## src/rtl/pts_pkg.sv

```systemverilog
// Shared definitions for the parallel-to-serial transmitter: FSM state encoding.
package pts_pkg;

    typedef enum logic {
        PTS_IDLE  = 1'b0,
        PTS_SHIFT = 1'b1
    } pts_state_t;

endpackage

```

## src/rtl/flex_pts_sr.sv

```systemverilog
// Load/shift register for the transmitter; the output bit is taken straight from a flop.
module flex_pts_sr #(
    parameter int NUM_BITS   = 4,
    parameter bit SHIFT_MSB  = 1'b1,
    parameter bit IDLE_LEVEL = 1'b1
) (
    input  logic                clk,
    input  logic                rst,
    input  logic                load_i,
    input  logic                shift_i,
    input  logic [NUM_BITS-1:0] load_data_i,
    output logic                bit_o
);

    logic [NUM_BITS-1:0] sr_q;
    logic [NUM_BITS-1:0] sr_d;

    // Shifting toward the output end refills with the idle level, so an
    // emptied register already presents IDLE_LEVEL on the line.
    always_comb begin
        sr_d = sr_q;
        if (load_i) begin
            sr_d = load_data_i;
        end else if (shift_i) begin
            if (SHIFT_MSB) begin
                sr_d = {sr_q[NUM_BITS-2:0], IDLE_LEVEL};
            end else begin
                sr_d = {IDLE_LEVEL, sr_q[NUM_BITS-1:1]};
            end
        end
    end

    always_ff @(posedge clk) begin
        if (rst) begin
            sr_q <= {NUM_BITS{IDLE_LEVEL}};
        end else begin
            sr_q <= sr_d;
        end
    end

    assign bit_o = SHIFT_MSB ? sr_q[NUM_BITS-1] : sr_q[0];

endmodule

```

## src/rtl/flex_pts_tx.sv

```systemverilog
// Parallel-to-serial transmitter: valid/ready word intake, strobe-paced bit output,
// one-cycle frame_done pulse after the last bit.
module flex_pts_tx
    import pts_pkg::*;
#(
    parameter int NUM_BITS   = 4,
    parameter bit SHIFT_MSB  = 1'b1,
    parameter bit IDLE_LEVEL = 1'b1
) (
    input  logic                clk,
    input  logic                rst,
    input  logic [NUM_BITS-1:0] tx_data,
    input  logic                tx_valid,
    output logic                tx_ready,
    input  logic                shift_enable,
    output logic                serial_out,
    output logic                busy,
    output logic                frame_done
);

    localparam int CNT_W = $clog2(NUM_BITS);
    localparam logic [CNT_W-1:0] LAST_BIT = CNT_W'(NUM_BITS - 1);

    pts_state_t       state_q, state_d;
    logic [CNT_W-1:0] cnt_q, cnt_d;
    logic             done_q, done_d;
    logic             load;
    logic             shift;

    always_comb begin
        state_d = state_q;
        cnt_d   = cnt_q;
        done_d  = 1'b0;
        load    = 1'b0;
        shift   = 1'b0;
        case (state_q)
            PTS_IDLE: begin
                if (tx_valid) begin
                    load    = 1'b1;
                    cnt_d   = '0;
                    state_d = PTS_SHIFT;
                end
            end
            PTS_SHIFT: begin
                if (shift_enable) begin
                    shift = 1'b1;
                    if (cnt_q == LAST_BIT) begin
                        cnt_d   = '0;
                        done_d  = 1'b1;
                        state_d = PTS_IDLE;
                    end else begin
                        cnt_d = cnt_q + 1'b1;
                    end
                end
            end
            default: state_d = PTS_IDLE;
        endcase
    end

    always_ff @(posedge clk) begin
        if (rst) begin
            state_q <= PTS_IDLE;
            cnt_q   <= '0;
            done_q  <= 1'b0;
        end else begin
            state_q <= state_d;
            cnt_q   <= cnt_d;
            done_q  <= done_d;
        end
    end

    flex_pts_sr #(
        .NUM_BITS  (NUM_BITS),
        .SHIFT_MSB (SHIFT_MSB),
        .IDLE_LEVEL(IDLE_LEVEL)
    ) u_sr (
        .clk        (clk),
        .rst        (rst),
        .load_i     (load),
        .shift_i    (shift),
        .load_data_i(tx_data),
        .bit_o      (serial_out)
    );

    // All outputs come from flops; ready/busy are decodes of the state register.
    assign tx_ready   = (state_q == PTS_IDLE);
    assign busy       = (state_q == PTS_SHIFT);
    assign frame_done = done_q;

endmodule

```

## config.mk

```make
export PLATFORM = sky130hd
export DESIGN_NAME = flex_pts_tx
export DESIGN_NICKNAME = d
export VERILOG_FILES = /design/src/rtl/pts_pkg.sv /design/src/rtl/flex_pts_sr.sv /design/src/rtl/flex_pts_tx.sv
export SDC_FILE = /design/constraint.sdc
export NUM_CORES = 1
export LEC_CHECK = 0
export ABC_CLOCK_PERIOD_IN_PS = 900
export CAP_MARGIN = 20
export CORE_AREA = 2 2 39 41
export DETAILED_ROUTE_END_ITERATION = 8
export DIE_AREA = 0 0 41 43
export GPL_ROUTABILITY_DRIVEN = 0
export PLACE_DENSITY = 0.58
export SLEW_MARGIN = 20
export SYNTH_ARGS = -nofsm -noshare
export SYNTH_HDL_FRONTEND = slang
export SYNTH_SLANG_ARGS = --single-unit
```

## constraint.sdc

```tcl
create_clock -name clk -period 0.9 [get_ports clk]
set_input_delay 0.225 -clock clk [delete_from_list [all_inputs] [get_ports clk]]
set_output_delay 0.225 -clock clk [all_outputs]
set_load 0.02 [all_outputs]
```

# Word-level counts from Yosys, hierarchy flattened
# Index checks and enable logic that the tools add are counted.
dict set report totals {
  regBits 8
  in_bits 8
  wordCells 27
}
dict set report op_classes {
  n_addsub 1
  n_eq_ne 3
  n_mux 14
  bitwise_logic 2
  reduce_logical 3
}
# op n
set op_table {}
lappend op_table {{$mux 4} 2}
lappend op_table {{$mux 1} 7}
lappend op_table {{$mux 2} 3}
lappend op_table {{$ne 2x2->1 const B} 2}
lappend op_table {{$pmux 2 s2} 1}
lappend op_table {{$reduce_or 3->1} 1}
lappend op_table {{$add 2x1->2 const B} 1}
lappend op_table {{$eq 2x2->1 const B} 1}
lappend op_table {{$not 1->1} 2}
lappend op_table {{$pmux 1 s2} 1}
lappend op_table {{$reduce_and 2->1} 1}
lappend op_table {{$reduce_bool 2->1} 1}

# Logic depth before layout (Yosys ltp)
dict set report depth {
  word_depth 4
  mapped_depth 3
  mapped_depth_nobuf 3
}

# Modules after synthesis
# From an unflattened synthesis, not the netlist that was laid out.
dict set report hier_totals {
  hier_cells 36
  hier_area_um2 375.4
}
# mod n_inst cells_per_inst area_per_inst_um2 seq_area_each_um2
set modules_own_cells {}
lappend modules_own_cells {flex_pts_tx 1 19 205.2 80.1}
lappend modules_own_cells {flex_pts_sr 1 17 170.2 80.1}

# Worst setup path after synthesis
# No wires, ideal clock.
dict set report synth_path {
  path_kind {register to register}
  start {register state_q (netlist: busy)}
  end {register u_sr.sr_q[0]}
  setup_ns 0.119
  arrival_time_ns 0.909
  slack_ns -0.128
  stages_incl_launch_ff 4
  n_path_buf 0
  synth_period_minus_slack_ns 1.028
  path_cell_list {dfxtp_1 > and2b_4 > nor3_1 > o21bai_1}
}
dict set report synth_between {
  elab_chain_len 2
  elab_cells_between_ends 4
  classes_between {3 x mux; 1 x reduce/logical}
}
# element line_no
set synth_lines {}
lappend synth_lines {{start, declared} flex_pts_tx.sv:24} ;# pts_state_t state_q, state_d;
lappend synth_lines {{start signal, assigned} flex_pts_tx.sv:66} ;# state_q <= state_d;
lappend synth_lines {{$mux 1} flex_pts_tx.sv:36} ;# case (state_q)
lappend synth_lines {{$mux 4 or $reduce_bool 2->1 (tied branches)} -}
lappend synth_lines {{end signal, assigned} flex_pts_sr.sv:35} ;# sr_q <= {NUM_BITS{IDLE_LEVEL}};
lappend synth_lines {{end signal, assigned} flex_pts_sr.sv:37} ;# sr_q <= sr_d;
lappend synth_lines {{end, declared} flex_pts_sr.sv:15} ;# logic [NUM_BITS-1:0] sr_q;
# Parallel ways exist; a longest one is shown, timed or not.
# A chain may end at the register's enable or synchronous reset.

# Worst setup path after layout
dict set report layout_path {
  start {register state_q (netlist: busy)}
  end {register u_sr.sr_q[2]}
}
# Same word-level chain as after synthesis.

==> reports/results.txt <==
outcome: finished, violations left
failing checks: setup timing
Leak Pwr: 0.000215 uW
FFs w/ async S/R, synth: 0%
# DRC: 0
yosys warns: 0
ranking of synthesized cells by area: dfxtp_1, nand2_1, nor3_1
GRT overflow: 0
Peak supply drop: 0.578 mV
global-route wire length before repair: 1150 microns
syn nets: 49
root buffer cell: clkbuf_4
Worst-Skew Late Latency: 0.26 ns
Pwr Total: 837 uW
drt pass-1 iters: 4
Die Ht: 43 microns
EDFF count, synth: 0
synth cell count leaders: dfxtp_1, nand2_1, nor3_1
Cells after DPL: 68
GRT Util Overall: 10.3%
kind of critical path: register to register
final setup fails: 10
vias in the first global route: 288
fmax: 996 MHz
ys flop type: dfxtp_1
Gate Count Post-Synth: 40
Placeable Area: 0.00138 sq mm
Worst setup SP type: register
Tmin final: 1.00 ns
initial antenna violation count: 0
layout cell share with drive strength beyond 1: 37.5%
H-tree levels: 1
initial DRC count: 6
Site Rows: 14
largest net degree at the start of global routing: 8
Layout Cells excl Fill: 72
antenna violation net count after detailed routing: 0
CTS tree: built
worst slew pin tran: 0.281 ns
post-synthesis cell area: 338 sq um
# nets final: 66
Hold Path Class: input port to register
Yosys top cell area share: 47.4%
TritonCTS sink count: 8
chip width: 41 microns
io pins: 12
# fillers: 153
Max clock buf depth: 2
Rel. slew slack: 81.2%
cts bufs inserted: 3
vias: 323
WL final: 716 microns
via-per-instance ratio: 4.49
Yosys reg bits: 8
Max Cap Viol: 0
Final period util: 112%
ANT cells: 0
DP HPWL: 531 microns
Final Hold Viols: 0
Max Slew Vio Count: 0
I/O Buffers: 11
Unique masters post-synth: 17
CTS hold repair buffers: 0
Worst Path Arrival: 1.19 ns
critical path required time: 1.08 ns
cell accounting for the most synthesized area: dfxtp_1
DR WL/cell: 9.94 microns
Worst Slack Setup Final: -0.104 ns
Clock Pin Slew Worst Setup and Hold Paths: 0.06 ns
RSZ-0062 raised after global routing: true
CP Capture Type: register
die area: 0.00176 sq mm
PwrDens: 1570 mW/mm^2
skew final: 0.00424 ns
Initial Util: 24.4%
register area share after synthesis: 47.4%
Area Growth Syn to Fin: 58.1%
crit path max fanout: 5
average size of a mapped cell: 8.45 sq um
-- what timing repair did --
| action | in CTS | in global routing |
|---|---|---|
| resized for setup | 33 | 0 |
| endpoints found under the setup margin | 12 | 12 |
| pin swaps | 7 | 3 |
| buffers inserted | 0 | 0 |
-- state kept, by name, indices dropped and copies added, names as in the netlist --
register / flops
u_sr.sr_q: 4
frame_done: 1
cnt_q: 2
busy: 1
-- final timing paths --
path,from,end,slack [ns],cells after the start
max,busy,u_sr.sr_q[2],-0.10,4
max reg2reg,busy,u_sr.sr_q[2],-0.10,4
min,rst,busy,0.42,2
min reg2reg,cnt_q[1],cnt_q[1],0.47,2
-- per-layer routing --
metal	part of all wire [%]	GRT usage, %	up-vias
met4	0	10.0	0
met2	45	12.2	10
met1	48	12.7	143
met3	7.3	4.71	0
met5	0	0	-
li1	-	-	170
-- through the flow --
step           instance area (sq um)  setup TNS (ns)  util [%]  hold WS (ns)  setup WS, ns
2_1_floorplan                    342               0         -         0.384        0.0159
3_3_place_gp                     482           -3.29      34.8         0.458        -0.332
3_5_place_dp                     482           -3.27      34.8         0.471        -0.322
4_1_cts                          534          -0.815      38.6         0.418        -0.108
5_1_grt                          534           -1.30      38.6         0.422        -0.160
6_report                         534          -0.678      38.6         0.423        -0.104
-- cells in the final DEF, fill, tap and decap left out, drive strengths merged --
cell | synthesis | routed
o21bai | 1 | 1
a21oi | 2 | 2
buf | 0 | 6
and2 | 1 | 1
nor3 | 4 | 4
nand3 | 2 | 2
nand2b | 2 | 2
nand2 | 8 | 8
clkbuf | 1 | 4
a31oi | 3 | 3
dfxtp | 8 | 8
ha | 1 | 1
dlygate4sd2 | 0 | 1
a211oi | 1 | 1
inv | 1 | 1
nor3b | 1 | 1
nor2 | 3 | 3
clkdlybuf4s50 | 0 | 6
and2b | 1 | 1
-- critical path: stages (launching register included) --
cell	delay (ns)
dfxtp_4	0.35
buf_6	0.12
and2b_4	0.27
nand2_2	0.04
a31oi_1	0.15
-- area by class of cell --
| cell class | instances | area (sq um) | area share, % |
|---|---|---|---|
| clock buffer | 4 | 26.3 | 4.92 |
| inverter | 1 | 3.75 | 0.703 |
| multi-input combinational | 30 | 189 | 35.4 |
| sequential | 8 | 166 | 31.1 |
| tap | 16 | 20.0 | 3.75 |
| timing repair buffer | 13 | 129 | 24.1 |
-- report_power, final --
group          switching [uW]  internal, uW
Sequential               12.9           375
Combinational            68.4          81.6
Clock                     129           170
-- kinds of logic after synthesis --
logic type | count (synthesis) | synth area share [%]
compound gates | 7 | 13.0
fa+ha+maj | 1 | 3.70
buf+inv | 2 | 2.59
flops | 8 | 47.4
simple gates | 22 | 33.3
No activity file was read; power rests on OpenSTA's default activity.
